## src/rtl/br_dump_pkg.sv

```systemverilog
// Shared constants and FSM encoding for the register-file dump engine.
package br_dump_pkg;

  localparam int unsigned NUM_REGS      = 32;
  localparam int unsigned BYTES_PER_REG = 4;
  localparam int unsigned FRAME_BITS    = 10;

  localparam logic [2:0] StIdle = 3'd0;
  localparam logic [2:0] StRead = 3'd1;
  localparam logic [2:0] StSend = 3'd2;
  localparam logic [2:0] StWait = 3'd3;
  localparam logic [2:0] StNext = 3'd4;
  localparam logic [2:0] StDone = 3'd5;

endpackage

```

## src/rtl/br_dump_if.sv

```systemverilog
// Bus between the dump engine and its surroundings: request, bank read port, TX pin, status.
interface br_dump_if;

  logic        start;
  logic [4:0]  RR;
  logic [31:0] DR;
  logic        tx;
  logic        busy;
  logic        done;

  // Environment side: issues requests and serves the bank read port
  modport master (
    output start,
    output DR,
    input  RR,
    input  tx,
    input  busy,
    input  done
  );

  // Dump engine side
  modport slave (
    input  start,
    input  DR,
    output RR,
    output tx,
    output busy,
    output done
  );

endinterface

```

## src/rtl/uart_tx_byte.sv

```systemverilog
// 8N1 UART byte serializer. The frame is held in a shift register whose LSB is the line.
module uart_tx_byte
  import br_dump_pkg::*;
#(
  parameter int unsigned CLKS_PER_BIT = 434
) (
  input  logic       clk,
  input  logic       rst,
  input  logic       tx_start,
  input  logic [7:0] tx_byte,
  output logic       tx,
  output logic       tx_done
);

  localparam int unsigned CntW = (CLKS_PER_BIT > 1) ? $clog2(CLKS_PER_BIT) : 1;

  logic [CntW-1:0]       cnt_q, cnt_d;
  logic [3:0]            bit_q, bit_d;
  logic [FRAME_BITS-1:0] frame_q, frame_d;
  logic                  active_q, active_d;
  logic                  bit_end;

  assign bit_end = active_q && (cnt_q == CntW'(CLKS_PER_BIT - 1));
  // Fires in the last cycle of the stop bit
  assign tx_done = bit_end && (bit_q == 4'(FRAME_BITS - 1));
  assign tx      = frame_q[0];

  // Next-state: load a frame on start, then shift one bit per bit period
  always_comb begin
    cnt_d    = cnt_q;
    bit_d    = bit_q;
    frame_d  = frame_q;
    active_d = active_q;
    if (!active_q) begin
      if (tx_start) begin
        active_d = 1'b1;
        frame_d  = {1'b1, tx_byte, 1'b0};
        cnt_d    = '0;
        bit_d    = '0;
      end
    end else if (bit_end) begin
      cnt_d   = '0;
      // Shifting in ones leaves the line idle-high once the stop bit leaves
      frame_d = {1'b1, frame_q[FRAME_BITS-1:1]};
      if (tx_done) begin
        active_d = 1'b0;
      end else begin
        bit_d = bit_q + 4'd1;
      end
    end else begin
      cnt_d = cnt_q + CntW'(1);
    end
  end

  // State registers with synchronous reset
  always_ff @(posedge clk) begin
    if (rst) begin
      cnt_q    <= '0;
      bit_q    <= '0;
      frame_q  <= '1;
      active_q <= 1'b0;
    end else begin
      cnt_q    <= cnt_d;
      bit_q    <= bit_d;
      frame_q  <= frame_d;
      active_q <= active_d;
    end
  end

endmodule

```

## src/rtl/br_dump.sv

```systemverilog
// Register-file dump engine: reads all general registers and sends each word MSB-byte first.
module br_dump
  import br_dump_pkg::*;
#(
  parameter int unsigned CLKS_PER_BIT = 434
) (
  input logic      clk,
  input logic      rst,
  br_dump_if.slave bus
);

  logic [2:0]  state_q, state_d;
  logic [4:0]  idx_q, idx_d;
  logic [1:0]  byte_q, byte_d;
  logic [31:0] shadow_q, shadow_d;
  logic        tx_start;
  logic [7:0]  tx_byte;
  logic        ser_done;
  logic        tx_w;

  // The index register doubles as the read address, so RR holds outside READ
  assign bus.RR   = idx_q;
  assign bus.busy = (state_q != StIdle);
  assign bus.done = (state_q == StDone);
  assign bus.tx   = tx_w;

  // Byte b of the shadow word is bits [31-8b -: 8]
  assign tx_byte = 8'(shadow_q >> (5'd24 - {byte_q, 3'b000}));

  // Sequencer: READ -> (SEND -> WAIT) x4 -> NEXT per register, DONE after the last
  always_comb begin
    state_d  = state_q;
    idx_d    = idx_q;
    byte_d   = byte_q;
    shadow_d = shadow_q;
    tx_start = 1'b0;
    case (state_q)
      StIdle: begin
        if (bus.start) begin
          idx_d   = '0;
          state_d = StRead;
        end
      end
      StRead: begin
        shadow_d = bus.DR;
        byte_d   = '0;
        state_d  = StSend;
      end
      StSend: begin
        tx_start = 1'b1;
        state_d  = StWait;
      end
      StWait: begin
        if (ser_done) begin
          if (byte_q != 2'(BYTES_PER_REG - 1)) begin
            byte_d  = byte_q + 2'd1;
            state_d = StSend;
          end else begin
            state_d = StNext;
          end
        end
      end
      StNext: begin
        if (idx_q == 5'(NUM_REGS - 1)) begin
          state_d = StDone;
        end else begin
          idx_d   = idx_q + 5'd1;
          state_d = StRead;
        end
      end
      StDone: begin
        state_d = StIdle;
      end
      default: begin
        state_d = StIdle;
      end
    endcase
  end

  // State registers with synchronous reset
  always_ff @(posedge clk) begin
    if (rst) begin
      state_q  <= StIdle;
      idx_q    <= '0;
      byte_q   <= '0;
      shadow_q <= '0;
    end else begin
      state_q  <= state_d;
      idx_q    <= idx_d;
      byte_q   <= byte_d;
      shadow_q <= shadow_d;
    end
  end

  uart_tx_byte #(
    .CLKS_PER_BIT(CLKS_PER_BIT)
  ) u_uart_tx_byte (
    .clk     (clk),
    .rst     (rst),
    .tx_start(tx_start),
    .tx_byte (tx_byte),
    .tx      (tx_w),
    .tx_done (ser_done)
  );

endmodule

```

## src/flat_wrapper.sv

```systemverilog
// flat-port wrapper written by rule: the top's interface ports become plain ports
module br_dump_flat import br_dump_pkg::*;
#(
  parameter int unsigned CLKS_PER_BIT = 434
)
  (clk, rst, bus_start, bus_DR, bus_RR, bus_tx, bus_busy, bus_done);
  br_dump_if bus_i ();
  input logic clk;
  input logic rst;
  input wire logic [$bits(bus_i.start)-1:0] bus_start;
  input wire logic [$bits(bus_i.DR)-1:0] bus_DR;
  output wire logic [$bits(bus_i.RR)-1:0] bus_RR;
  output wire logic [$bits(bus_i.tx)-1:0] bus_tx;
  output wire logic [$bits(bus_i.busy)-1:0] bus_busy;
  output wire logic [$bits(bus_i.done)-1:0] bus_done;
  assign bus_i.start = bus_start;
  assign bus_i.DR = bus_DR;
  assign bus_RR = bus_i.RR;
  assign bus_tx = bus_i.tx;
  assign bus_busy = bus_i.busy;
  assign bus_done = bus_i.done;
  br_dump #(.CLKS_PER_BIT(CLKS_PER_BIT)) u_core (.clk(clk), .rst(rst), .bus(bus_i));
endmodule
```

## config.mk

```make
export PLATFORM = sky130hd
export DESIGN_NAME = br_dump_flat
export DESIGN_NICKNAME = d
export VERILOG_FILES = /design/src/rtl/br_dump_pkg.sv /design/src/rtl/br_dump_if.sv /design/src/rtl/uart_tx_byte.sv /design/src/rtl/br_dump.sv /design/src/flat_wrapper.sv
export SDC_FILE = /design/constraint.sdc
export NUM_CORES = 1
export LEC_CHECK = 0
export ABC_AREA = 0
export BUFFER_PORTS_ARGS = -buffer_cell sky130_fd_sc_hd__buf_2
export CAP_MARGIN = 20
export CORE_ASPECT_RATIO = 0.7
export CORE_UTILIZATION = 57
export DETAILED_ROUTE_END_ITERATION = 12
export HOLD_SLACK_MARGIN = 0.06
export PLACE_DENSITY = 0.81
export SYNTH_ARGS = -nofsm -noshare
export SYNTH_HDL_FRONTEND = slang
export SYNTH_SLANG_ARGS = --single-unit
```

## constraint.sdc

```tcl
create_clock -name clk -period 2.2 [get_ports clk]
set_input_delay 0.33 -clock clk [delete_from_list [all_inputs] [get_ports clk]]
set_output_delay 0.33 -clock clk [all_outputs]
set_load 0.01 [all_outputs]
```

# Word level (Yosys, flattened, before mapping)
# Cells that the tools add are included.
[op_classes]
addsub = 5
n_eq_ne = 15
shifts = 1
muxes = 26
reduce_logical = 12
[op_table]
columns = ["cell", "count"]
rows = [
  [">> shifter 32 x 5 -> 8 bit", 1],
  ["two-way mux 10 bit", 3],
  ["two-way mux 9 bit", 3],
  ["two-way mux 4 bit", 4],
  ["case mux 3 bit (5 select lines)", 1],
  ["two-way mux 3 bit", 4],
  ["two-way mux 5 bit", 2],
  ["case mux 5 bit (2 select lines)", 1],
  ["adder 9 x 1 -> 9 bit, second input constant", 1],
  ["equality test 9 bit, second input constant", 1],
  ["AND reduction 3 bit", 3],
  ["!= test 2 bit, second input constant", 4],
  ["equality test 3 x 2 -> 1 bit, second input constant", 2],
  ["equality test 3 bit, second input constant", 2],
  ["!= test 2 x 1 -> 1 bit, second input constant", 3],
  ["nonzero test 2 bit", 3],
  ["adder 5 x 1 -> 5 bit, second input constant", 1],
  ["equality test 5 bit, second input constant", 1],
  ["two-way mux 1 bit", 5],
  ["subtractor 5 bit, first input constant", 1],
  ["adder 4 x 1 -> 4 bit, second input constant", 1],
  ["equality test 4 bit, second input constant", 1],
  ["two-way mux 2 bit", 2],
  ["case mux 2 bit (2 select lines)", 1],
  ["6 further kinds", 8],
]
[word_totals]
ff_bits = 66
output_inout_bits = 8
wordCells = 67

# Longest topological paths before layout
[depth]
depth_word = 6
depth_mapped = 8

# Cells and area by module
# A second synthesis with hierarchy kept.
[hier_totals]
cells_unflattened = 346
hier_area_um2 = 2985.4
[by_module_without_submodules]
columns = ["module", "instances", "cells_each", "area_per_inst_um2"]
rows = [
  ["br_dump", 1, 213, 1840.5],
  ["uart_tx_byte", 1, 133, 1144.8],
]

# Least setup slack after synthesis
# OpenSTA, ideal clock, no wires.
[synth_timing]
path_type = "register -> register"
from = "register u_core.idx_q[0] (netlist: u_core.bus.RR[0])"
to = "register u_core.idx_q[0] (netlist: u_core.bus.RR[0])"
setup_time_ns = 0.121
t_arrival_ns = 1.510
slack_ns = 0.568
path_stages_with_launch = 8
synth_period_minus_slack_ns = 1.632
path_cell_list = "dfxtp_1 > ha_1 > and3_1 > ha_1 > nor2b_1 > o21ai_0 > xor2_1 > nor2_1"
[synth_via]
elab_chain_cells = 3
word_cells_on_any_way = 6
[synth_rtl]
columns = ["element", "line_no", "rtl"]
rows = [
  ["start, declared", "br_dump.sv:13", "logic [4:0] idx_q, idx_d;"],
  ["start signal, assigned", "br_dump.sv:89", "idx_q <= idx_d;"],
  ["adder 5 x 1 -> 5 bit / equality test 5 bit (equally long branches)", "br_dump.sv:67, br_dump.sv:64", ""],
  ["two-way mux 5 bit / != test 2 bit (equally long branches)", "--", ""],
  ["case mux 5 bit (2 select lines) / AND reduction 3 bit (equally long branches)", "--", ""],
]
# Several ways; a longest one is shown, not always the timed one. The select of a mux whose other input is x is not followed.
# A chain may end at the register's enable or synchronous reset.

# Final worst setup path
[layout_timing]
from = "register u_core.u_uart_tx_byte.cnt_q[4]"
to = "register u_core.u_uart_tx_byte.frame_q[2]"
[layout_via]
elab_chain_cells = 4
[layout_rtl]
columns = ["element", "line_no", "rtl"]
rows = [
  ["start, declared", "uart_tx_byte.sv:17", "logic [CntW-1:0] cnt_q, cnt_d;"],
  ["start signal, assigned", "uart_tx_byte.sv:63", "cnt_q <= cnt_d;"],
  ["equality test 9 bit", "uart_tx_byte.sv:23", "assign bit_end = active_q && (cnt_q == CntW'(CLKS_PER_BIT - 1));"],
  ["logical AND 1 bit", "uart_tx_byte.sv:23", ""],
  ["!= test 2 x 1 -> 1 bit (no line)", "--", ""],
  ["AND reduction 2 bit (no line)", "--", ""],
  ["end signal, assigned", "uart_tx_byte.sv:65", "frame_q <= frame_d;"],
  ["end, declared", "uart_tx_byte.sv:19", "logic [FRAME_BITS-1:0] frame_q, frame_d;"],
]
# Every way passes these cells.

==> metrics.md <==
| Metric | Value |
|---|---|
| Final layout net count | `438` |
| Clock Tree Root | `clkbuf_8` |
| Gr busiest metal | `met2` |
| DP Wirelength | `roughly 4300 um` |
| RSZ-0062 raised after global routing | `no` |
| Status | `completed` |
| Mean Syn Cell Area | `8.49 um^2` |
| Number of global-route vias before repair | `2,376` |
| Hold worst-path end | `u_core.shadow_q[12]$_SDFFE_PP0P_` |
| Slew @ Worst Pin | `between 0.5 and 0.6 ns` |
| Via count | `~2,700` |
| DP Area | `0.00333 mm^2` |
| Count leader, synth | `nand2_1` |
| Avg WL per Cell | `around 14 um` |
| Syn nets | `~400` |
| Ys flop type | `dfxtp_1` |
| DIE HEIGHT | `63.4 um` |
| Layout area overhead | `14.5%` |
| Reg2Reg Setup Slack | `between 0.2 and 0.3 ns` |
| Clock Power Share | `between 30% and 40%` |
| CTS tree | `done` |
| Met1 usage | `between 30% and 40%` |
| Fin Clk Skew | `0.00562 ns` |
| Slew HR | `roughly 63%` |
| Utilization after layout | `a little over two thirds` |
| Syn. warnings | `0` |
| Detail Route Antenna Nets | `0` |
| # Max-Cap Violations | `0` |
| Core Area | `around 0.005 mm^2` |
| Synth area leaders | `dfxtp_1, nand2_1, a21oi_1` |
| Port-buffer cells | `42` |
| Post-CTS resize count | `0` |
| Tcrit/Tclk final | `87.6%` |
| Post-synth EDFFs | `0` |
| Reg clk slew, reported paths | `0.06 ns` |
| Worst Path Max Fanout | `16` |
| Worst min path class | `input pin to flip-flop` |
| Slew Limit Fails | `0` |
| Post-synth design cell area | `approximately 0.0031 mm^2` |
| Worst-Skew Late Latency | `0.34 ns` |
| Setup TNS | `0 ns` |
| Hold path cells | `3` |
| Comb pwr share | `approximately an eighth` |
| Gp weighted congestion | `between 0.8 and 0.9` |
| CP max-delay cell | `and4b_1` |
| Gr usage total | `24.4%` |
| Fmax | `0.519 GHz` |
| Routed vias/inst | `about 5.7` |
| Power share of the sequential group | `between 40% and 50%` |
| Tmin final | `between 1.5 and 2 ns` |
| Worst Path Required | `approximately 2.4 ns` |
| Die width | `89.7 um` |
| Slowest Stage Delay on Critical Path | `between 0.4 and 0.5 ns` |
| Synth async-reset ratio | `0%` |
| VDD IR max | `roughly 0.44 mV` |
| Synth Register Bits | `between 60 and 70` |
| CTS Buf Count | `9` |
| H-tree levels | `3` |
| Initial Util | `a little over 60%` |
| Post-synth top area share | `about 42%` |
| Critical path startpoint category | `flip-flop` |
| Post-Route WL | `about 6400 um` |
| Setup bufs post-CTS | `0` |
| Iter 0 DRT Violations | `172` |
| First-pass GRT wire length | `about 11,000 um` |
| Crit path depth | `4` |
| Fraction of layout cells with a size suffix above 1 | `about a fifth` |
| R2R depth | `4` |
| # fillers | `~400` |
| Post-route DRC | `0` |
| Yosys top cell by area | `dfxtp_1` |
| Pint | `between 0.0015 and 0.002 W` |
| CP Capture Type | `flip-flop` |
| Lkg Pwr | `1.33 nW` |
| Cell Rows | `21` |
| Antenna diodes | `0` |
| P_sw | `0.000667 W` |
| Global routing met2 resource utilization | `around 36%` |
| Largest net degree at the start of global routing | `51` |
| CTS Hold Bufs | `0` |
| Gr ovfl total | `0` |
| Finished Cell Area | `0.00352 mm^2` |
| Clk sinks | `65` |
| Total die area | `0.00569 mm^2` |
| Antenna violations before repair | `0` |
| Clk buf depth | `2` |
| CP delay by family, top | `compound AO/OA/AOI/OAI gates` |
| Hold Startpoint | `bus_DR[12]` |
| Mapped Cells | `approximately 360` |
| R2R Path End | `u_core.u_uart_tx_byte.frame_q[2]$_SDFFE_PP1P_` |
| Crit Path Class | `flip-flop to flip-flop` |
| IO Count | `between 40 and 50` |
| Sequential element share of the synthesized area | `around 42%` |
| Final hold viol count | `0` |
| Synth top cells by count | `nand2_1, dfxtp_1, a21oi_1` |
| Yosys cell types | `56` |
| Worst path bufs/invs | `0` |
| Met3 GRT Util | `between 8 and 9%` |
| WHS | `about 0.22 ns` |
| Beginning of the worst register-to-register path | `u_core.u_uart_tx_byte.cnt_q[4]$_SDFFE_PP0P_` |
| Pwr dens | `740 mW/mm^2` |
| Sw frac | `between 20% and 30%` |
| DR pass1 iterations | `4` |
| Worst path cell trace | `and4b_1, a31oi_4, a2111oi_0, a21oi_1` |
| WP data arrival | `around 2.1 ns` |
| Setup violators final | `0` |
==> how the worst max path moves through the flow <==
stage,from,end,slack (ns)
after global routing,u_core.u_uart_tx_byte.cnt_q[0]$_SDFFE_PP0P_,u_core.u_uart_tx_byte.frame_q[2]$_SDFFE_PP1P_,0.02
after global placement,u_core.state_q[0]$_SDFFE_PP0P_,u_core.shadow_q[6]$_SDFFE_PP0P_,0.31
after CTS,u_core.u_uart_tx_byte.cnt_q[4]$_SDFFE_PP0P_,u_core.u_uart_tx_byte.frame_q[2]$_SDFFE_PP1P_,0.30
after floorplan,u_core.bus.RR[0]$_SDFFE_PP0P_,u_core.bus.RR[0]$_SDFFE_PP0P_,0.57
after detailed placement,u_core.u_uart_tx_byte.cnt_q[0]$_SDFFE_PP0P_,u_core.u_uart_tx_byte.frame_q[2]$_SDFFE_PP1P_,0.34
final,u_core.u_uart_tx_byte.cnt_q[4]$_SDFFE_PP0P_,u_core.u_uart_tx_byte.frame_q[2]$_SDFFE_PP1P_,0.27
==> worst min-delay path, delay by kind of cell <==
kind	cells	cell delay (ns)
AND/OR/NAND/NOR	1	0.04
AO/OA/AOI/OAI	1	0.05
buffers and inverters	1	0.09
==> stage by stage <==
step / setup WS [ns] / total power, W / instances
after global routing: 0.0182 / 0.00273 / 470
after floorplan: 0.568 / 0.00154 / 362
after CTS: 0.303 / 0.00262 / 470
final: 0.273 / 0.00260 / 470
after detailed placement: 0.337 / 0.00165 / 454
after global placement: 0.312 / 0.00163 / 453
==> area by class of cell <==
type / instances / area, um^2 / area share, %
flip-flops and latches: 65 / 1300 / 37.0
clock inverters: 3 / 40.0 / 1.14
well taps: 69 / 86.3 / 2.45
inverters: 4 / 15.0 / 0.427
multi-input cells: 265 / 1630 / 46.3
clock buffers: 13 / 149 / 4.23
repair buffers: 51 / 298 / 8.47
==> cells by family after synthesis <==
kind of cell	after synthesis	synth area share [%]
AO/OA/AOI/OAI	85	17.9
adder cells (fa/ha/maj)	7	2.85
buffers and inverters	32	4.72
multiplexers	19	6.60
flip-flops	65	42.4
XOR/XNOR	4	1.14
AND/OR/NAND/NOR	150	24.4
==> power by group through the flow <==
stage               logic, W  registers (W)  clock network, W
finish              0.000326        0.00130          0.000976
detailed placement  0.000326        0.00132                 0
CTS                 0.000328        0.00130          0.000996
global placement    0.000313        0.00132                 0
global route        0.000370        0.00131           0.00105
floorplan           0.000233        0.00130                 0
==> cells in the final DEF, fill, tap and decap left out, types with 2 or more instances in the layout <==
| master | instances |
|---|---|
| nand3_1 | 9 |
| mux2i_1 | 18 |
| ha_1 | 7 |
| nand2_1 | 75 |
| buf_2 | 42 |
| o211ai_1 | 2 |
| or3b_2 | 3 |
| clkbuf_1 | 3 |
| nand2b_1 | 5 |
| and3_1 | 5 |
| xor2_1 | 4 |
| a2111oi_0 | 6 |
| nor3b_1 | 2 |
| clkinv_2 | 2 |
| nor2_1 | 20 |
| o22ai_1 | 7 |
| dfxtp_1 | 65 |
| a41oi_1 | 2 |
| inv_1 | 4 |
| buf_4 | 7 |
| a311oi_1 | 3 |
| nor4_1 | 2 |
| a21oi_1 | 46 |
| nand3b_1 | 4 |
| nand4_1 | 6 |
| nor2b_1 | 3 |
| and3_2 | 2 |
| clkbuf_8 | 10 |
| a31oi_1 | 5 |
| o21bai_1 | 2 |
==> registers in the layout, summed over array words and instances (netlist names) <==
signal / cells
u_core.state_q: 3
u_core.byte_q: 2
u_core.shadow_q: 32
u_core.u_uart_tx_byte.cnt_q: 9
u_core.u_uart_tx_byte.active_q: 1
u_core.u_uart_tx_byte.bit_q: 4
u_core.u_uart_tx_byte.frame_q: 9
u_core.bus.RR: 5
==> routing by layer <==
layer / share of wire [%] / routed length [um]
met1: 49 / 3090
met2: 44 / 2790
met3: 6.1 / 388
met4: 1.4 / 87
met5: 0 / 0
Power figures use the tool's default switching activity.
